### src/rtl/nested_int_ctrl.sv
// nested_int_ctrl
// Nested-interrupt controller for a multi-cycle/pipelined MIPS CPU. It latches
// edge-triggered requests, arbitrates them by priority, decides when an
// interrupt may pre-empt the running context, and emits the push/pop command
// stream for the EPC stack. A private stack of priority levels shadows the EPC
// stack, so depth and cur_level always agree with the EPC stack contents.
//
// Ports:
//   clk        system clock, all state changes on posedge
//   rst        synchronous reset, active-low
//   irq_req    raw request lines, rising edge raises a request
//   int_en     global interrupt enable
//   ready      pipeline can accept a redirect this cycle
//   eret       one-cycle pulse when ERET commits
//   pc_cur     resume PC to save on entry
//   epc_en     EPC stack enable
//   epc_sel    EPC stack op (0 = push, 1 = pop)
//   epc_data   value to push (holds last captured PC)
//   int_take   one-cycle flush/redirect pulse
//   int_vector handler address, valid while int_take = 1 (0 otherwise)
//   eret_done  one-cycle pulse: fetch uses EPC stack top as next PC
//   cur_level  current priority level (0 = base program, k = irq k-1)
//   depth      current nesting depth
//   pending    latched pending requests
//   state_dbg  FSM state (0 = RUN, 1 = ENTER, 2 = RETURN)
//
// Handshake: the controller only offers a redirect when ready = 1 in the
// decision cycle; int_take then fires unconditionally in the next cycle, and
// the pipeline must accept it (ready is a permission, not a per-cycle stall
// of an already issued redirect).
module nested_int_ctrl #(
  parameter int          NUM_IRQ         = 3,
  parameter int          DEPTH           = 4,
  parameter logic [31:0] VEC_BASE        = 32'h0000_1000,
  parameter int          VEC_STRIDE_LOG2 = 8,
  localparam int         LW              = $clog2(NUM_IRQ + 1),
  localparam int         DW              = $clog2(DEPTH + 1)
) (
  input  logic               clk,
  input  logic               rst,
  input  logic [NUM_IRQ-1:0] irq_req,
  input  logic               int_en,
  input  logic               ready,
  input  logic               eret,
  input  logic [31:0]        pc_cur,
  output logic               epc_en,
  output logic               epc_sel,
  output logic [31:0]        epc_data,
  output logic               int_take,
  output logic [31:0]        int_vector,
  output logic               eret_done,
  output logic [LW-1:0]      cur_level,
  output logic [DW-1:0]      depth,
  output logic [NUM_IRQ-1:0] pending,
  output logic [1:0]         state_dbg
);

  localparam int IW = (NUM_IRQ > 1) ? $clog2(NUM_IRQ) : 1;
  localparam int AW = (DEPTH > 1) ? $clog2(DEPTH) : 1;

  typedef enum logic [1:0] {
    S_RUN    = 2'd0,
    S_ENTER  = 2'd1,
    S_RETURN = 2'd2
  } state_t;

  state_t             state_r, state_nxt;
  logic [NUM_IRQ-1:0] prev_r;
  logic [NUM_IRQ-1:0] pending_r, pending_nxt, clr_mask;
  logic [LW-1:0]      cur_level_r;
  logic [DW-1:0]      depth_r, depth_m1;
  logic [LW-1:0]      lvl_stack [DEPTH];
  logic [31:0]        epc_data_r;
  logic [IW-1:0]      win, win_r;
  logic [LW-1:0]      wlev, wlev_r;
  logic               eligible;
  logic               capture;
  logic [AW-1:0]      push_idx, pop_idx;

  // Priority arbitration: the highest set index wins.
  always_comb begin
    win = '0;
    for (int i = 0; i < NUM_IRQ; i++) begin
      if (pending_r[i]) win = IW'(i);
    end
  end

  assign wlev   = LW'(win) + LW'(1);
  assign wlev_r = LW'(win_r) + LW'(1);

  // Only strictly higher priority pre-empts, and never beyond stack capacity.
  assign eligible = int_en & ready & (|pending_r) & (wlev > cur_level_r)
                  & (depth_r < DW'(DEPTH));

  // Set wins over clear: a fresh edge in the servicing cycle stays pending.
  assign clr_mask    = (state_r == S_ENTER) ? (NUM_IRQ'(1) << win_r) : '0;
  assign pending_nxt = (pending_r & ~clr_mask) | (irq_req & ~prev_r);

  assign depth_m1 = depth_r - DW'(1);
  assign push_idx = depth_r[AW-1:0];
  assign pop_idx  = depth_m1[AW-1:0];

  // Next-state logic. ERET beats a new entry; eret at depth 0 is dropped so
  // the EPC stack can never underflow.
  always_comb begin
    state_nxt = state_r;
    capture   = 1'b0;
    case (state_r)
      S_RUN: begin
        if (eret && (depth_r != '0)) begin
          state_nxt = S_RETURN;
        end else if (eligible) begin
          capture   = 1'b1;
          state_nxt = S_ENTER;
        end
      end
      S_ENTER:  state_nxt = S_RUN;
      S_RETURN: state_nxt = S_RUN;
      default:  state_nxt = S_RUN;
    endcase
  end

  always_ff @(posedge clk) begin
    if (!rst) begin
      state_r     <= S_RUN;
      prev_r      <= '0;
      pending_r   <= '0;
      cur_level_r <= '0;
      depth_r     <= '0;
      epc_data_r  <= '0;
      win_r       <= '0;
      for (int i = 0; i < DEPTH; i++) lvl_stack[i] <= '0;
    end else begin
      state_r   <= state_nxt;
      prev_r    <= irq_req;
      pending_r <= pending_nxt;
      if (capture) begin
        epc_data_r <= pc_cur;
        win_r      <= win;
      end
      case (state_r)
        S_ENTER: begin
          lvl_stack[push_idx] <= cur_level_r;
          cur_level_r         <= wlev_r;
          depth_r             <= depth_r + DW'(1);
        end
        S_RETURN: begin
          cur_level_r <= lvl_stack[pop_idx];
          depth_r     <= depth_m1;
        end
        default: ;
      endcase
    end
  end

  // Outputs decode the registered state, so they are glitch-free and all
  // drop to 0 the cycle after reset (an aborted ENTER/RETURN emits nothing).
  assign epc_en     = (state_r == S_ENTER) || (state_r == S_RETURN);
  assign epc_sel    = (state_r == S_RETURN);
  assign epc_data   = epc_data_r;
  assign int_take   = (state_r == S_ENTER);
  assign int_vector = (state_r == S_ENTER)
                    ? (VEC_BASE + (32'(win_r) << VEC_STRIDE_LOG2)) : 32'h0;
  assign eret_done  = (state_r == S_RETURN);
  assign cur_level  = cur_level_r;
  assign depth      = depth_r;
  assign pending    = pending_r;
  assign state_dbg  = state_r;

endmodule

### config.mk
export PLATFORM = sky130hd
export DESIGN_NAME = nested_int_ctrl
export DESIGN_NICKNAME = d
export VERILOG_FILES = /design/src/rtl/nested_int_ctrl.sv
export SDC_FILE = /design/constraint.sdc
export NUM_CORES = 1
export LEC_CHECK = 0
export ABC_AREA = 1
export ABC_CLOCK_PERIOD_IN_PS = 1500
export CORE_MARGIN = 4
export CORE_UTILIZATION = 30
export DETAILED_ROUTE_END_ITERATION = 10
export DONT_BUFFER_PORTS = 1
export GPL_TIMING_DRIVEN = 0
export MAX_ROUTING_LAYER = met4
export PLACE_DENSITY = 0.47
export SYNTH_ARGS = -nofsm -noshare
export SYNTH_HDL_FRONTEND = slang
export SYNTH_SLANG_ARGS = --single-unit
### constraint.sdc
create_clock -name clk -period 1.5 [get_ports clk]
set_input_delay 0.15 -clock clk [delete_from_list [all_inputs] [get_ports clk]]
set_output_delay 0.15 -clock clk [all_outputs]
set_load 0.01 [all_outputs]
Word-level counts from Yosys, hierarchy flattened. Memories as Yosys holds them, arrays and structs flattened. Index checks and enable logic that the tools add are counted.

Bits in registers: 47. RAM bits: 8. Bits of input ports: 40. Output and inout port bits: 78. Word-level logic and storage cells: 58. Memories kept: 1.

Add/subtract/negate cells: 5. $lt $le $gt $ge: 2. Equality and inequality tests: 2. Shift-type cells: 1. Muxes and demuxes: 18. Bitwise operators: 11. Reduce and logical (&&, ||, !) cells: 10.

Memories: lvl_stack (words 4, width 2, rd ports 1, clocked after Yosys merged registers in 0, write ports 4, RTL line 72) `logic [LW-1:0] lvl_stack [DEPTH];`.

Operators by type and width (count): 13-bit by 10-bit adder with 14-bit output (first input constant) (1); 14-bit two-way mux (1); 2-bit two-way mux (5); 1-bit two-way mux (9); 3-bit AND (2); 3-bit NOT (2); 3-bit one-hot mux with 2 select lines (1); 3-bit OR reduction (2); 2-bit by 1-bit adder with 2-bit output (second input constant) (2); 1-bit AND (4); 2-bit one-hot mux with 2 select lines (1); 2-bit nonzero test (2); 3-bit by 1-bit adder with 3-bit output (second input constant) (1); 3-bit less-than comparator (second input constant) (1); 3-bit two-way mux (1); 3-bit OR (1); 3-bit nonzero test (1); 1-bit by 2-bit << shifter with 3-bit output (first input constant) (1); 3-bit by 1-bit subtractor with 3-bit output (second input constant) (1); 2-bit by 1-bit == test with 1-bit output (second input constant) (1); 2-bit == test (second input constant) (1); 2-bit > comparator (1); 2-bit logical NOT (1); 1-bit NOT (2); 4 further kinds (4).

Logic depth before layout (Yosys ltp).
Depth in word-level cells: 9. Depth in mapped cells: 12.

Worst setup path after synthesis. No wires, ideal clock.

Path kind: register -> register. Start: register depth_r[0] (netlist: depth[0]). End: register epc_data_r[10] (netlist: epc_data[10]). Library setup time: 0.115 ns. Data arrival time: 1.608 ns. Required time: 1.385 ns. Setup slack: -0.223 ns. Stages on the path, launching flop included: 9. Path buffers: 2. Period minus slack after synthesis: 1.723 ns. Cells stage by stage: dfxtp_1 > clkinv_1 > ha_1 > nand2_1 > a21boi_2 > buf_4 > buf_6 > a21oi_1 > nor2_1.

Longest elaborated chain between the ends: 5. Elaborated cells between the ends (all ways): 7.

RTL lines: start, declared (RTL line 71) `logic [DW-1:0] depth_r, depth_m1;`; start signal, assigned (RTL line 145) `depth_r <= depth_r + DW'(1);`; start signal, assigned (RTL line 149) `depth_r <= depth_m1;`; 3-bit less-than comparator (RTL line 93) `& (depth_r < DW'(DEPTH));`; 1-bit AND (RTL line 93); 1-bit two-way mux (RTL line 112) `end else if (eligible) begin`; 1-bit two-way mux (*) (RTL line 110) `if (eret && (depth_r != '0)) begin`; 1-bit two-way mux (*) (RTL line 108) `case (state_r)`; end signal, assigned (RTL line 138) `epc_data_r <= pc_cur;`; end, declared (RTL line 73) `logic [31:0] epc_data_r;`.

Mark *: on every way between the ends. The rest lies on a longest branch, timed or not. A chain may end at the register's enable or synchronous reset.

Worst setup path in the final report.
Start: register pending_r[1] (netlist: pending[1]). End: register epc_data_r[4] (netlist: epc_data[4]).

Longest elaborated chain between the ends: 9. Elaborated cells between the ends (all ways): 11.

RTL lines: start, declared (RTL line 69) `logic [NUM_IRQ-1:0] pending_r, pending_nxt, clr_mask;`; start signal, assigned (RTL line 136) `pending_r <= pending_nxt;`; 1-bit two-way mux (RTL line 84) `if (pending_r[i]) win = IW'(i);`; 2-bit two-way mux (RTL line 84); net win[0] (RTL line 74) `logic [IW-1:0] win, win_r;`; 2-bit by 1-bit adder with 2-bit output (RTL line 88) `assign wlev = LW'(win) + LW'(1);`; 2-bit > comparator (RTL line 92) `assign eligible = int_en & ready & (|pending_r) & (wlev > cur_level_r)`; 1-bit AND (RTL line 92); 1-bit AND (RTL line 93); 1-bit two-way mux (RTL line 112); 1-bit two-way mux (RTL line 110); 1-bit two-way mux (RTL line 108).

The timed path passes the listed nets, and every way through them passes these cells.

==> flow_metrics.tcl <==
set metrics [dict create \
    grt_start_max_net_pins 19 \
    root_buffer "clkbuf_8" \
    cts.htree.levels 2 \
    final_common_cell "nand2_1" \
    antenna_found_initial 0 \
    busiest_layer "met2" \
    path_class "register to register" \
    critPathMaxFanout 6 \
    portBuffers 0 \
    fillers 952 \
    period_minus_slack_ps 1740 \
    finalPower_mw 5.92 \
    finalClockSkew_ps 15.6 \
    drt.antenna.violating_nets 0 \
    slowest_delay_ps 400 \
    io_pins 118 \
    clkSinkCount 55 \
    synthCells 391 \
    die_w_um 105 \
    postLayoutCoreUtil_pct 39.9 \
    fin_ws_ps -237 \
    use_met3_pct 3.92 \
    use_met1_pct 18.1 \
    syn_area_per_cell_um2 7.28 \
    syn2layout_area_growth_pct 29.6 \
    drtIter0Drc 29 \
    crit_top_cell "nor2_4" \
    postLayoutCellArea_mm2 0.00369 \
    dp_slack_ps -341 \
    vdd_drop_max_v 0.000567 \
    crit_path_top_delay_cell "dfxtp_4" \
    drive_above_1_share_pct 27.0 \
    place_area_mm2 0.00313 \
    yosysSeqAreaShare_pct 41.5 \
    ys_ff_latch 55 \
    grt_use_met2_pct 22.7 \
    status "finished with violations" \
    cts_tree "built" \
    cap_viol_max_count 0 \
    place_hpwl_um 5480 \
    path_cells "inv_4 -> nor2_4 -> ha_4 -> nand2_2 -> nand4_1 -> nor2_4 -> buf_12 -> buf_4 -> buf_6 -> nand3_1 -> nand2_1 -> nor2_1" \
    hold_class "primary input to register" \
    rows 35 \
    remaining_drc_errors 0 \
    leakagePower_nw 1.71 \
    grt_pass1_wl_um 12500 \
    worst_setup_path_start_kind "register" \
    synth_cell_types 23 \
    crit_family "simple AND/OR/NAND/NOR gates" \
    nets 498 \
    wl_per_cell_um 13.4 \
    mostFrequentLayoutCells "nand2_1, inv_1, nor2_1" \
    setup_viol 35 \
    wl_um 7710 \
    yosysWarningCount 0 \
    p_per_area_mw_per_mm2 1600 \
    hold_viol 0 \
    holdWs_ps 37.0 \
    grt_setup_unrepaired "yes" \
    maxSlewHeadroom_pct 65.3 \
    numCtsBuffers 5 \
    min_period_over_period_pct 116 \
    grt_overflow 0 \
    core-area_mm2 0.00924 \
    syn_area_mm2 0.00285 \
    clk_latency_ps 320 \
    violations "setup timing" \
    arrival_ps 1950 \
    grt_usage_pct 14.2 \
    maxSlewViolCount 0 \
    tightest_slew_ps 521 \
    worstSetupEndpointType "register" \
    grt_pass1_vias 2459 \
    clk_path_buf_depth 2 \
    routed-via-count 2478 \
    worst-path-buf-inv 4 \
    fmax_ghz 0.576 \
    cts.clk_slew.worst_paths_ps 120 \
    routed_via_density 4.29 \
    start_util_pct 30.8 \
    dieHeight_um 105 \
    die-area_mm2 0.0111 \
    dr.pass1.iters 4 \
    place_congestion 0.811 \
    crit_required_ps 1710 \
    antennaDiodeCount 0 \
]
flip-flops by register name (all words and copies together), names as in the netlist:
register and count:
state_dbg 2, epc_data 32, cur_level 2, pending 3, depth 3, win_r 2
lvl_stack 8, prev_r 3
worst reg2reg max path: cells and delay by family (launching register included):
kind / cells / cell delay (ps)
and+or+nand+nor: 7 / 640
buffers and inverters: 4 / 410
DFF: 1 / 400
adders and majority gates: 1 / 210
area by class of cell:
type / count / area (um2) / area share [%]
flip-flops and latches: 55 / 1210 / 32.7
clock inverters: 3 / 25.0 / 0.678
repair buffers: 22 / 219 / 5.93
inverters: 56 / 220 / 5.97
plain buffers: 51 / 394 / 10.7
multi-input cells: 256 / 1400 / 37.8
clock buffers: 5 / 68.8 / 1.86
well taps: 129 / 161 / 4.37
cells in the mapped netlist (all sizes together):
| cell type | number | share of area (%) |
|---|---|---|
| edfxtp | 8 | 8.4 |
| clkinv | 1 | 0.13 |
| nand2 | 67 | 8.8 |
| nand3 | 41 | 7.2 |
| o211ai | 3 | 0.79 |
| nor3 | 2 | 0.35 |
| ha | 11 | 4.8 |
| nand4 | 1 | 0.22 |
| o31ai | 1 | 0.26 |
| conb | 1 | 0.13 |
| inv | 55 | 7.2 |
| dfxtp | 47 | 33 |
| a21boi | 1 | 0.40 |
| o21ai | 11 | 1.9 |
| a21oi | 39 | 6.9 |
| clkbuf | 3 | 0.40 |
| buf | 49 | 12 |
| nor2 | 50 | 6.9 |
power by group:
part / leakage, nW / internal (mW) / switching (mW)
logic: 1.20 / 1.16 / 1.60
clock network: 0.0443 / 0.336 / 0.527
registers: 0.472 / 1.84 / 0.459
worst paths after layout:
| check | start | end | slack, ps | cells after the start |
|---|---|---|---|---|
| max reg2reg | pending[1] | epc_data[4] | -240 | 12 |
| max | pending[1] | epc_data[4] | -240 | 12 |
| min | pc_cur[15] | epc_data[15] | 40 | 4 |
| min reg2reg | prev_r[2] | pending[2] | 420 | 1 |
cells by family (layout without fill, tap and decap cells):
kind of cell	Yosys count	after routing	synth area share, %
AO/OA/AOI/OAI	55	55	10.2
adder cells (fa/ha/maj)	11	11	4.83
buffers and inverters	108	137	19.9
flip-flops	55	55	41.5
other	1	29	0.132
AND/OR/NAND/NOR	161	161	23.5
layer usage:
layer	up-vias	part of all wire, %
li1	1277	-
met1	1113	45
met2	80	46
met3	8	7.5
met4	0	0.92
met5	-	0
timing repair:
item	in CTS	in global routing
gates cloned	4	0
setup endpoints to repair	58	46
setup buffers	11	5
pin swaps	16	14
gates resized for setup	52	27
hold buffers	4	0
endpoints found under the hold margin	7	0
stage by stage:
step | instances | setup TNS (ps)
5_1_grt | 577 | -13240
2_1_floorplan | 419 | -403
4_1_cts | 575 | -9310
3_3_place_gp | 548 | -12970
6_report | 577 | -7450
3_5_place_dp | 548 | -13490
Note: power is estimated with default switching activity, not from simulation.
